**config.mk**
```make
export PLATFORM = sky130hd
export DESIGN_NAME = fetch_unit
export DESIGN_NICKNAME = d
export VERILOG_FILES = /design/src/rtl/riscv_pkg.sv /design/src/rtl/fetch_skid_buffer.sv /design/src/rtl/fetch_unit.sv
export SDC_FILE = /design/constraint.sdc
export NUM_CORES = 1
export LEC_CHECK = 0
export ABC_AREA = 1
export BUFFER_PORTS_ARGS = -buffer_cell sky130_fd_sc_hd__buf_4
export CORE_UTILIZATION = 54
export DETAILED_ROUTE_END_ITERATION = 10
export PLACE_DENSITY = 0.8
export RECOVER_POWER = 100
export SYNTH_ARGS = -nofsm -noshare
export SYNTH_HDL_FRONTEND = slang
export SYNTH_SLANG_ARGS = --single-unit
export TNS_END_PERCENT = 30
```
**constraint.sdc**
```tcl
create_clock -name i_clk -period 1.87 [get_ports i_clk]
set_input_delay 0.187 -clock i_clk [delete_from_list [all_inputs] [get_ports i_clk]]
set_output_delay 0.187 -clock i_clk [all_outputs]
set_load 0.05 [all_outputs]
```
**src/rtl/riscv_pkg.sv**
```systemverilog
`default_nettype none
// riscv_pkg: constants shared by the fetch stage and the instruction memory.
package riscv_pkg;
  localparam int          DEF_W     = 32;
  localparam int          DEF_D     = 8;
  localparam int          PC_STEP   = 4;
  localparam logic [31:0] NOP_INSTR = 32'h0000_0013;
endpackage
`default_nettype wire

```
**src/rtl/fetch_skid_buffer.sv**
```systemverilog
`default_nettype none
// fetch_skid_buffer: output register plus one-entry skid (2-entry capacity), in-order, with flush.
// Revision: 1.0
module fetch_skid_buffer
  import riscv_pkg::*;
#(
  parameter int             W        = DEF_W,
  parameter int             D        = DEF_D,
  parameter logic [D-1:0]   RESET_PC = '0
) (
  input  logic         clk,
  input  logic         rst_n,
  input  logic         flush,
  input  logic         in_valid,
  output logic         in_ready,
  input  logic [W-1:0] in_instr,
  input  logic [D-1:0] in_pc,
  output logic         out_valid,
  input  logic         out_ready,
  output logic [W-1:0] out_instr,
  output logic [D-1:0] out_pc,
  output logic [1:0]   level
);

  logic         skid_valid;
  logic [W-1:0] skid_instr;
  logic [D-1:0] skid_pc;
  logic         accept;

  assign accept   = out_valid & out_ready;
  // Entries still held after this edge if nothing new arrives.
  assign level    = {1'b0, out_valid} + {1'b0, skid_valid} - {1'b0, accept};
  assign in_ready = (level != 2'd2);

  always_ff @(posedge clk or negedge rst_n) begin
    if (!rst_n) begin
      out_valid  <= 1'b0;
      out_instr  <= W'(NOP_INSTR);
      out_pc     <= RESET_PC;
      skid_valid <= 1'b0;
      skid_instr <= W'(NOP_INSTR);
      skid_pc    <= RESET_PC;
    end else if (flush) begin
      out_valid  <= 1'b0;
      skid_valid <= 1'b0;
    end else if (!out_valid || out_ready) begin
      if (skid_valid) begin
        out_valid  <= 1'b1;
        out_instr  <= skid_instr;
        out_pc     <= skid_pc;
        skid_valid <= in_valid;
        if (in_valid) begin
          skid_instr <= in_instr;
          skid_pc    <= in_pc;
        end
      end else begin
        out_valid <= in_valid;
        if (in_valid) begin
          out_instr <= in_instr;
          out_pc    <= in_pc;
        end
      end
    end else if (in_valid) begin
      skid_valid <= 1'b1;
      skid_instr <= in_instr;
      skid_pc    <= in_pc;
    end
  end

endmodule
`default_nettype wire

```
**src/rtl/fetch_unit.sv**
```systemverilog
`default_nettype none
// fetch_unit: PC owner and read issuer for instruction memory; delivers instr/pc to decode via valid/ready.
// Revision: 1.0
module fetch_unit
  import riscv_pkg::*;
#(
  parameter int           W        = DEF_W,
  parameter int           D        = DEF_D,
  parameter logic [D-1:0] RESET_PC = '0
) (
  input  logic         i_clk,
  input  logic         i_reset,
  output logic [D-1:0] o_mem_addr,
  output logic         o_mem_read,
  input  logic [W-1:0] i_mem_data,
  input  logic         i_redirect,
  input  logic [D-1:0] i_redirect_pc,
  output logic         o_valid,
  input  logic         i_ready,
  output logic [W-1:0] o_instr,
  output logic [D-1:0] o_pc
);

  localparam logic [D-1:0] STEP = D'(PC_STEP);

  logic [D-1:0] pc;
  logic [D-1:0] req_pc;
  logic         req_valid;
  logic [1:0]   level;
  logic         buf_in_ready;
  logic         room;
  logic         issue;

  // Occupancy (buffered + in flight) must stay below 2 so the skid never overflows.
  assign room  = req_valid ? (level == 2'd0) : buf_in_ready;
  assign issue = i_reset && !i_redirect && room;

  assign o_mem_read = issue;
  assign o_mem_addr = {pc[D-1:2], 2'b00};

  always_ff @(posedge i_clk or negedge i_reset) begin
    if (!i_reset) begin
      pc        <= RESET_PC;
      req_pc    <= RESET_PC;
      req_valid <= 1'b0;
    end else if (i_redirect) begin
      pc        <= {i_redirect_pc[D-1:2], 2'b00};
      req_valid <= 1'b0;
    end else begin
      req_valid <= issue;
      if (issue) begin
        pc     <= pc + STEP;
        req_pc <= pc;
      end
    end
  end

  fetch_skid_buffer #(
    .W        (W),
    .D        (D),
    .RESET_PC (RESET_PC)
  ) u_skid (
    .clk       (i_clk),
    .rst_n     (i_reset),
    .flush     (i_redirect),
    .in_valid  (req_valid && !i_redirect),
    .in_ready  (buf_in_ready),
    .in_instr  (i_mem_data),
    .in_pc     (req_pc),
    .out_valid (o_valid),
    .out_ready (i_ready),
    .out_instr (o_instr),
    .out_pc    (o_pc),
    .level     (level)
  );

endmodule
`default_nettype wire

```
==> impl_metrics.csv, run 1 <==
group,metric,value,unit
clock_tree,clockRootBuffer,"clkbuf_8",
setup_path,critPathTopFamily,"flip-flops",
die,rows,31,
die,die_width,89.4,um
layout,layout-drive-gt1-share,26.9,%
setup_path,crit_arrival,1.63,ns
setup_path,cp_slowest_stage_delay,0.41,ns
logic_synthesis,synthCells,464,
logic_synthesis,ys_seq_elements,91,
timing,final.setup.tns,0,ns
clock_tree,clk_latency,0.36,ns
die,dieHeight,89.4,um
setup_path,worstReg2RegEnd,"pc[3]",
clock_tree,cts_buffer_depth,2,
die,ioPinCount,94,
die,core-area,7330,um^2
route,drtPass1Iterations,5,
layout,syn2layout_area_growth,24.4,%
die,initial_core_util,56.3,%
outcome,status,"finished, final reports clean",
grt,grt_pass1_wl,14900,um
logic_synthesis,synthArstFlopShare,100,%
setup_path,crit_path_end_kind,"output pin",
die,fp.dieArea,8000,um^2
setup_path,cp_num_buf_inv,3,
grt,grt_overflow,0,
layout,nFillCells,577,
clock_tree,cts_tree,"yes",
timing,setup-violations-final,0,
setup_path,path_cells,"inv_2 > nor2_4 > ha_4 > inv_2 > nand2_2 > nand2_4 > nor2_4 > buf_8",
layout,antenna_cells,0,
timing,rsz0062_at_grt,"yes",
route,drt_iter0_markers,169,
grt,grt_pass1_vias,3206,
placed_design,place.gp.congestion,0.789,
logic_synthesis,ys.flop_type,"dfrtp_1",
setup_path,r2r_cells,12,
timing,tightestPinTransition,0.620,ns
layout,finalNonFillerCells,657,
clock_tree,cts_sinks,91,
timing,relSlewSlack,58.7,%
setup_path,crit_type,"reg2out",
logic_synthesis,ys_types,26,
timing,min_period_over_period,97.2,%
setup_path,cp.required,1.68,ns
grt,grt_max_degree,58,
power,power_leakage,2.80,nW
worst_hold_path,hold_class,"in2reg",
setup_path,cp_slowest_cell,"dfrtp_2",
placed_design,place_hpwl,5780,um
worst_hold_path,holdPathStages,3,
placed_design,dp_cells,633,
power,ir_worst_vdd,0.000475,V
grt,grt.total_usage,25.0,%
logic_synthesis,yosysSeqAreaShare,55.3,%
logic_synthesis,synth_edf_count,0,
clock_tree,clkTransAtPathRegs,0.08,ns
setup_path,r2r_start,"u_skid.out_valid",
timing,fin_skew,0.00979,ns
route,drc_errors,0,
timing,hold_violations,0,
worst_hold_path,hp-start,"i_redirect_pc[2]",
grt,antenna_found_initial,0,
route,wire_per_inst,13.7,um
timing,max_freq,550,MHz
clock_tree,ctsHtreeMaxLevel,3,
setup_path,critical_path.max_fanout,2,
logic_synthesis,synthesis.area,4130,um^2
timing,period_needed,1.82,ns
layout,nNetsFinal,599,
timing,finalMaxSlewViolations,0,
flow_run,drv_cap,0,
logic_synthesis,yosys_warnings,0,
setup_path,r2r_slack,0.15,ns
worst_hold_path,hold_end,"pc[2]",
route,num_vias,3330,
route,routed_wl,8980,um
clock_tree,cts_made_buffers,9,
logic_synthesis,synth.avg_cell_area,8.90,um^2
power,power.density,1120,nW/um^2
route,avgViaCountPerCell,5.07,
route,ant_nets,0,
setup_path,worst_setup_path_start_kind,"flop",
placed_design,port_buffers,87,
[metrics by stage]
stage | power [mW] | setup slack [ns] | instance area (um^2) | utilization [%] | hold WS, ns
after floorplan | 3.78 | 0.0105 | 4140 | - | -0.109
after global placement | 4.29 | 0.0702 | 4820 | 65.7 | -0.00914
after detailed placement | 4.36 | -0.00902 | 4820 | 65.7 | -0.00817
after CTS | 5.79 | 0.00865 | 5100 | 69.6 | 0.0249
after global routing | 6.07 | -0.00363 | 5140 | 70.1 | 0.0587
final | 5.76 | 0.0519 | 5140 | 70.1 | 0.0348
[final cells by class]
class | instances | area (um^2) | share of cell area [%]
flip-flops and latches | 91 | 2290 | 44.5
multi-input cells | 298 | 1490 | 29.0
repair buffers | 105 | 836 | 16.3
inverters | 48 | 193 | 3.75
clock buffers | 12 | 135 | 2.63
well taps | 99 | 124 | 2.41
clock inverters | 4 | 75.1 | 1.46
[where the power goes]
group          switching [mW]  leakage, nW  internal [mW]
registers               0.244         1.15           2.37
clock network           0.665       0.0968          0.755
logic                    1.18         1.55          0.550
total                    2.09         2.80           3.68
[worst max path at each step]
stage | from | to | cells after the start
CTS | u_skid.out_valid | o_mem_read | 8
global route | u_skid.out_valid | o_mem_read | 8
detailed placement | u_skid.out_valid | pc[3] | 10
global placement | u_skid.out_valid | pc[4] | 10
finish | u_skid.out_valid | o_mem_read | 8
floorplan | u_skid.out_valid | pc[5] | 9
[timing repair]
item,in CTS,in global routing
hold buffers,1,0
pin swaps,2,5
gates resized for setup,7,5
buffers inserted,4,3
setup endpoints to repair,6,2
endpoints found under the hold margin,37,0
[cell families after synthesis]
kind of cell | count (synthesis) | synth area share [%]
flops | 91 | 55.3
buf+inv | 78 | 9.79
compound gates | 88 | 14.5
xor+xnor | 2 | 0.424
other cells | 1 | 0.0908
fa+ha+maj | 2 | 0.606
simple gates | 202 | 19.2
[state kept, by name (all words and copies together), names as in the netlist]
name,cells
pc,6
req_pc,6
u_skid.out_pc,6
u_skid.out_instr,32
u_skid.skid_instr,32
req_valid,1
u_skid.out_valid,1
u_skid.skid_valid,1
u_skid.skid_pc,6
[cell usage in the layout, fill, tap and decap left out, types with 3 or more instances in the layout]
master / instances
o21ai_0: 14
nand2_1: 177
nor2_1: 4
inv_1: 43
clkbuf_1: 3
clkbuf_8: 9
dfstp_2: 6
o21ai_1: 31
inv_2: 4
o211ai_2: 10
conb_1: 4
nor2_4: 3
dfrtp_1: 84
nand3_1: 13
buf_12: 3
buf_4: 100
nand2_2: 3
o211ai_1: 28
[Yosys cell counts (all sizes together), types with 6 or more instances]
cell,number,area [um^2]
inv,47,176
dfstp,6,158
nand3,14,75.1
clkbuf,7,26.3
buf,23,185
nand2,181,679
nor2,7,38.8
dfrtp,85,2130
o211ai,38,335
o21ai,47,243
[worst register-to-register path, delay by kind of cell (launching register included)]
kind,cells,cell delay [ns]
adder cells (fa/ha/maj),1,0.27
flip-flops,1,0.41
AND/OR/NAND/NOR,7,0.48
buffers and inverters,4,0.44
[routing by layer]
metal	GRT usage (%)	wire, um	part of all wire (%)	vias up
met5	0	0	0	-
met4	9.52	104	1.2	0
met3	3.42	413	4.6	9
met2	42.3	4480	50	88
met1	33.1	3980	44	1590
li1	-	-	-	1643
(Power assumes the default switching activity.)
==> run 2, diff against run 1 <==
==> constraint.sdc (replaced) <==
create_clock -name i_clk -period 1.87 [get_ports i_clk]
set_input_delay 0.2805 -clock i_clk [delete_from_list [all_inputs] [get_ports i_clk]]
set_output_delay 0.2805 -clock i_clk [all_outputs]
set_load 0.05 [all_outputs]
==> impl_metrics.csv, run 2 (same netlist as run 1, synthesis figures left out) <==
group,metric,value,unit
route,drc_errors,0,
layout,nNetsFinal,596,
setup_path,path_cells,"inv_2 > nor2_4 > ha_4 > inv_2 > nand2_2 > nand2_2 > nor2_4 > buf_6",
placed_design,place_hpwl,5640,um
outcome,status,"complete, but fails checks",
setup_path,crit_path_end_kind,"output pin",
timing,max_freq,518,MHz
clock_tree,cts_tree,"yes",
power,power.density,1100,nW/um^2
layout,nFillCells,606,
clock_tree,cts_buffer_depth,2,
timing,relSlewSlack,30.9,%
route,routed_wl,8730,um
timing,hold_violations,0,
layout,antenna_cells,0,
timing,fin_skew,0.00830,ns
layout,finalNonFillerCells,652,
flow_run,drv_cap,0,
route,drt_iter0_markers,142,
route,drtPass1Iterations,4,
die,core-area,7330,um^2
clock_tree,cts_sinks,91,
die,ioPinCount,94,
clock_tree,clkTransAtPathRegs,0.08,ns
power,total_power,5.51,mW
route,wire_per_inst,13.4,um
layout,final_cell_mix,"nand2_1, buf_4, dfrtp_1",
layout,reg_top3,"u_skid.out_instr: 32 flops, u_skid.skid_instr: 32 flops",
placed_design,dpl_worst_slack,0.0959,ns
outcome,violations,"setup timing",
die,initial_core_util,56.3,%
grt,grt_pass1_wl,14100,um
die,fp.dieArea,8000,um^2
timing,period_needed,1.93,ns
power,power_leakage,2.75,nW
setup_path,cp.required,1.59,ns
placed_design,port_buffers,87,
route,ant_nets,0,
grt,antenna_found_initial,0,
setup_path,crit_arrival,1.65,ns
route,num_vias,3302,
setup_path,critical_path.max_fanout,4,
grt,grt_pass1_vias,3031,
setup_path,worst_setup_path_start_kind,"flop",
clock_tree,clockRootBuffer,"clkbuf_8",
setup_path,critPathTopFamily,"flip-flops",
grt,grt_max_degree,85,
grt,grt.total_usage,23.6,%
setup_path,cp_slowest_stage_delay,0.41,ns
setup_path,cp_num_buf_inv,3,
timing,holdWs,0.139,ns
timing,setup_slack,-0.0597,ns
grt,grt_overflow,0,
timing,tightestPinTransition,1.04,ns
timing,min_period_over_period,103,%
layout,final_common_cell,"nand2_1",
power,ir_worst_vdd,0.000562,V
timing,setup-violations-final,1,
worst_hold_path,hold_class,"in2reg",
layout,syn2layout_area_growth,21.8,%
die,dieHeight,89.4,um
clock_tree,cts_made_buffers,9,
timing,rsz0062_at_grt,"yes",
placed_design,place.gp.congestion,0.791,
die,rows,31,
layout,layout-drive-gt1-share,26.6,%
die,die_width,89.4,um
clock_tree,ctsHtreeMaxLevel,3,
setup_path,crit_type,"reg2out",
clock_tree,clk_latency,0.35,ns
timing,finalMaxSlewViolations,0,
setup_path,cp_slowest_cell,"dfrtp_2",
route,avgViaCountPerCell,5.06,
timing,final.setup.tns,-0.0597,ns
placed_design,dp_cells,630,
[run 2: cell types whose count changed in the layout (fill, tap and decap cells not counted)]
| cell | delta |
|---|---|
| buf_4 | -1 |
| clkinvlp_4 | -1 |
| bufinv_16 | -2 |
| clkinv_2 | +1 |
| buf_12 | -3 |
| buf_6 | +2 |
| nand2_2 | +1 |
| buf_8 | -1 |
| clkbuf_1 | -2 |
| nand2_4 | -1 |
| clkbuf_8 | +2 |
[run 2: cell type report]
type	instances	area (um^2)	area share, %
inverter	48	193	3.83
sequential	91	2290	45.4
clock buffer	12	155	3.08
tap	99	124	2.46
clock inverter	2	12.5	0.249
multi-input combinational	298	1480	29.5
timing repair buffer	102	776	15.4
[run 2: tightest hold or removal path: stages]
cell and delay (ns):
buf_4 0.07, nand2_1 0.04, nand3_1 0.06
[run 2: final timing paths]
path | startpoint | endpoint | slack, ns | depth (start not counted)
setup / recovery | u_skid.out_valid | o_mem_read | -0.06 | 8
hold reg to reg | u_skid.skid_instr[1] | u_skid.skid_instr[1] | 0.48 | 2
hold / removal | i_redirect_pc[7] | pc[7] | 0.14 | 3
max in group asynchronous | i_reset | u_skid.out_valid | 0.19 | 3
min in group asynchronous | i_reset | pc[4] | 0.36 | 2
setup reg to reg | u_skid.out_valid | u_skid.out_pc[7] | 0.11 | 8
[run 2: through the flow]
stage | utilization (%) | area, um^2
4_1_cts | 68.2 | 5000
6_report | 68.6 | 5030
3_5_place_dp | 65.0 | 4760
2_1_floorplan | - | 4150
5_1_grt | 68.6 | 5030
3_3_place_gp | 65.0 | 4760
[run 2: what timing repair did]
action | CTS | global route
gates resized for setup | 7 | 3
hold buffers | 1 | 0
buffers inserted | 4 | 3
pin swaps | 4 | 4
endpoints found under the setup margin | 1 | 2
hold endpoints to repair | 7 | 0
[run 2: report_power, final]
part | switching (mW) | internal (mW) | leakage [nW]
sequential | 0.244 | 2.37 | 1.15
clock | 0.652 | 0.540 | 0.0843
combinational | 1.16 | 0.538 | 1.52
[run 2: layer usage]
layer	global-route usage, %	wire length, um
met5	0	0
met4	8.08	129
met3	5.17	424
met2	38.6	4190
met1	31.3	3990
==> run 3, diff against run 2 <==
--- a/config.mk
+++ b/config.mk
@@ -7,9 +7,11 @@
 export LEC_CHECK = 0
 export ABC_AREA = 1
 export BUFFER_PORTS_ARGS = -buffer_cell sky130_fd_sc_hd__buf_4
-export CORE_UTILIZATION = 54
+export CELL_PAD_IN_SITES_DETAIL_PLACEMENT = 0
+export CELL_PAD_IN_SITES_GLOBAL_PLACEMENT = 2
+export CORE_UTILIZATION = 32
 export DETAILED_ROUTE_END_ITERATION = 10
-export PLACE_DENSITY = 0.8
+export PLACE_DENSITY_LB_ADDON = 0.1
 export RECOVER_POWER = 100
 export SYNTH_ARGS = -nofsm -noshare
 export SYNTH_HDL_FRONTEND = slang
==> impl_metrics.csv, run 3 (same netlist as run 1, synthesis figures left out) <==
group,metric,value,unit
outcome,status,"finished, final reports clean",
die,die_width,116,um
clock_tree,clkTransAtPathRegs,0.06,ns
grt,antenna_found_initial,0,
placed_design,place.gp.congestion,0.746,
timing,rsz0062_at_grt,"yes",
grt,grt_pass1_vias,3073,
flow_run,drv_cap,0,
layout,syn2layout_area_growth,28.3,%
die,rows,41,
clock_tree,cts_sinks,91,
timing,max_freq,536,MHz
layout,final_cell_mix,"nand2_1, buf_4, dfrtp_1",
grt,grt.total_usage,15.8,%
grt,grt_max_degree,84,
timing,min_period_over_period,99.8,%
layout,nNetsFinal,597,
clock_tree,clk_latency,0.34,ns
route,ant_nets,0,
placed_design,dpl_worst_slack,0.203,ns
route,drc_errors,0,
clock_tree,cts_buffer_depth,2,
timing,setup_slack,0.00305,ns
power,power.density,1180,nW/um^2
route,avgViaCountPerCell,4.48,
layout,layout-drive-gt1-share,26.8,%
timing,finalMaxSlewViolations,0,
clock_tree,cts_made_buffers,9,
grt,grt_overflow,0,
power,total_power,6.24,mW
power,power_leakage,2.83,nW
timing,setup-violations-final,0,
grt,grt_pass1_wl,16000,um
setup_path,crit_arrival,1.59,ns
layout,finalNonFillerCells,728,
timing,final.setup.tns,0,ns
timing,hold_violations,0,
setup_path,worst_setup_path_start_kind,"flop",
setup_path,r2r_cells,12,
route,drtPass1Iterations,4,
power,ir_worst_vdd,0.000458,V
placed_design,place_hpwl,6160,um
setup_path,cp.required,1.59,ns
placed_design,dp_cells,708,
die,dieHeight,116,um
placed_design,port_buffers,87,
setup_path,crit_type,"reg2out",
route,num_vias,3264,
clock_tree,ctsHtreeMaxLevel,3,
clock_tree,clockRootBuffer,"clkbuf_16",
die,core-area,12600,um^2
layout,antenna_cells,0,
clock_tree,cts_tree,"yes",
setup_path,critical_path.max_fanout,2,
worst_hold_path,hold_class,"in2reg",
die,fp.dieArea,13400,um^2
route,drt_iter0_markers,160,
die,ioPinCount,94,
die,initial_core_util,32.7,%
setup_path,crit_path_end_kind,"output pin",
layout,reg_top3,"u_skid.out_instr: 32 flops, u_skid.skid_instr: 32 flops",
timing,period_needed,1.87,ns
route,routed_wl,9630,um
worst_hold_path,holdPathStages,3,
layout,final_common_cell,"nand2_1",
timing,holdWs,0.137,ns
route,wire_per_inst,13.2,um
timing,fin_skew,0.00386,ns
==> run 3: metrics by stage <==
step           instance area, um^2  utilization (%)
2_1_floorplan                 4150                -
3_3_place_gp                  4920             39.0
3_5_place_dp                  4920             39.0
4_1_cts                       5270             41.7
5_1_grt                       5300             42.0
6_report                      5300             42.0
==> run 3: final cells by class <==
type / count / area [um^2]
clock inverters: 5 / 77.6
well taps: 172 / 215
repair buffers: 103 / 808
inverters: 48 / 193
flip-flops and latches: 91 / 2290
multi-input cells: 298 / 1480
fillers: 1316 / 7320
clock buffers: 11 / 233
==> run 3: critical path, stage by stage (launching register included) <==
cell and delay (ns):
dfrtp_2 0.40, inv_2 0.08, nor2_4 0.04, ha_4 0.26, inv_2 0.03, nand2_2 0.06, nand2_2 0.07, nor2_4 0.14
buf_8 0.16
==> run 3: timing repair <==
| item | in CTS | in global routing |
|---|---|---|
| resized for setup | 5 | 5 |
| endpoints found under the setup margin | 1 | 1 |
| setup buffers | 2 | 1 |
| pin swaps | 1 | 2 |
| hold buffers | 1 | 0 |
| hold endpoints to repair | 8 | 0 |
==> run 3: layer usage <==
| metal | global-route usage [%] | vias up | share of wire, % |
|---|---|---|---|
| met3 | 2.72 | 11 | 3.6 |
| met1 | 21.7 | 1550 | 48 |
| li1 | - | 1645 | - |
| met4 | 7.53 | 0 | 2.0 |
| met2 | 24.4 | 58 | 46 |
| met5 | 0 | - | 0 |
==> run 3: final timing paths <==
kind | startpoint | to | slack (ns)
worst max register to register | u_skid.out_valid | pc[2] | 0.23
worst max-delay path | u_skid.out_valid | o_mem_read | 0.003
max in group asynchronous | i_reset | u_skid.out_instr[4] | 0.80
min in group asynchronous | i_reset | pc[7] | 0.34
worst min register to register | u_skid.out_instr[4] | u_skid.out_instr[4] | 0.47
worst min-delay path | i_redirect_pc[2] | pc[2] | 0.14
==> run 3: power by group <==
group          leakage [nW]  switching (mW)  total, mW  internal, mW
Sequential             1.15           0.239       2.62          2.38
Combinational          1.53            1.16       1.70         0.548
Clock                 0.150           0.750       1.92          1.17
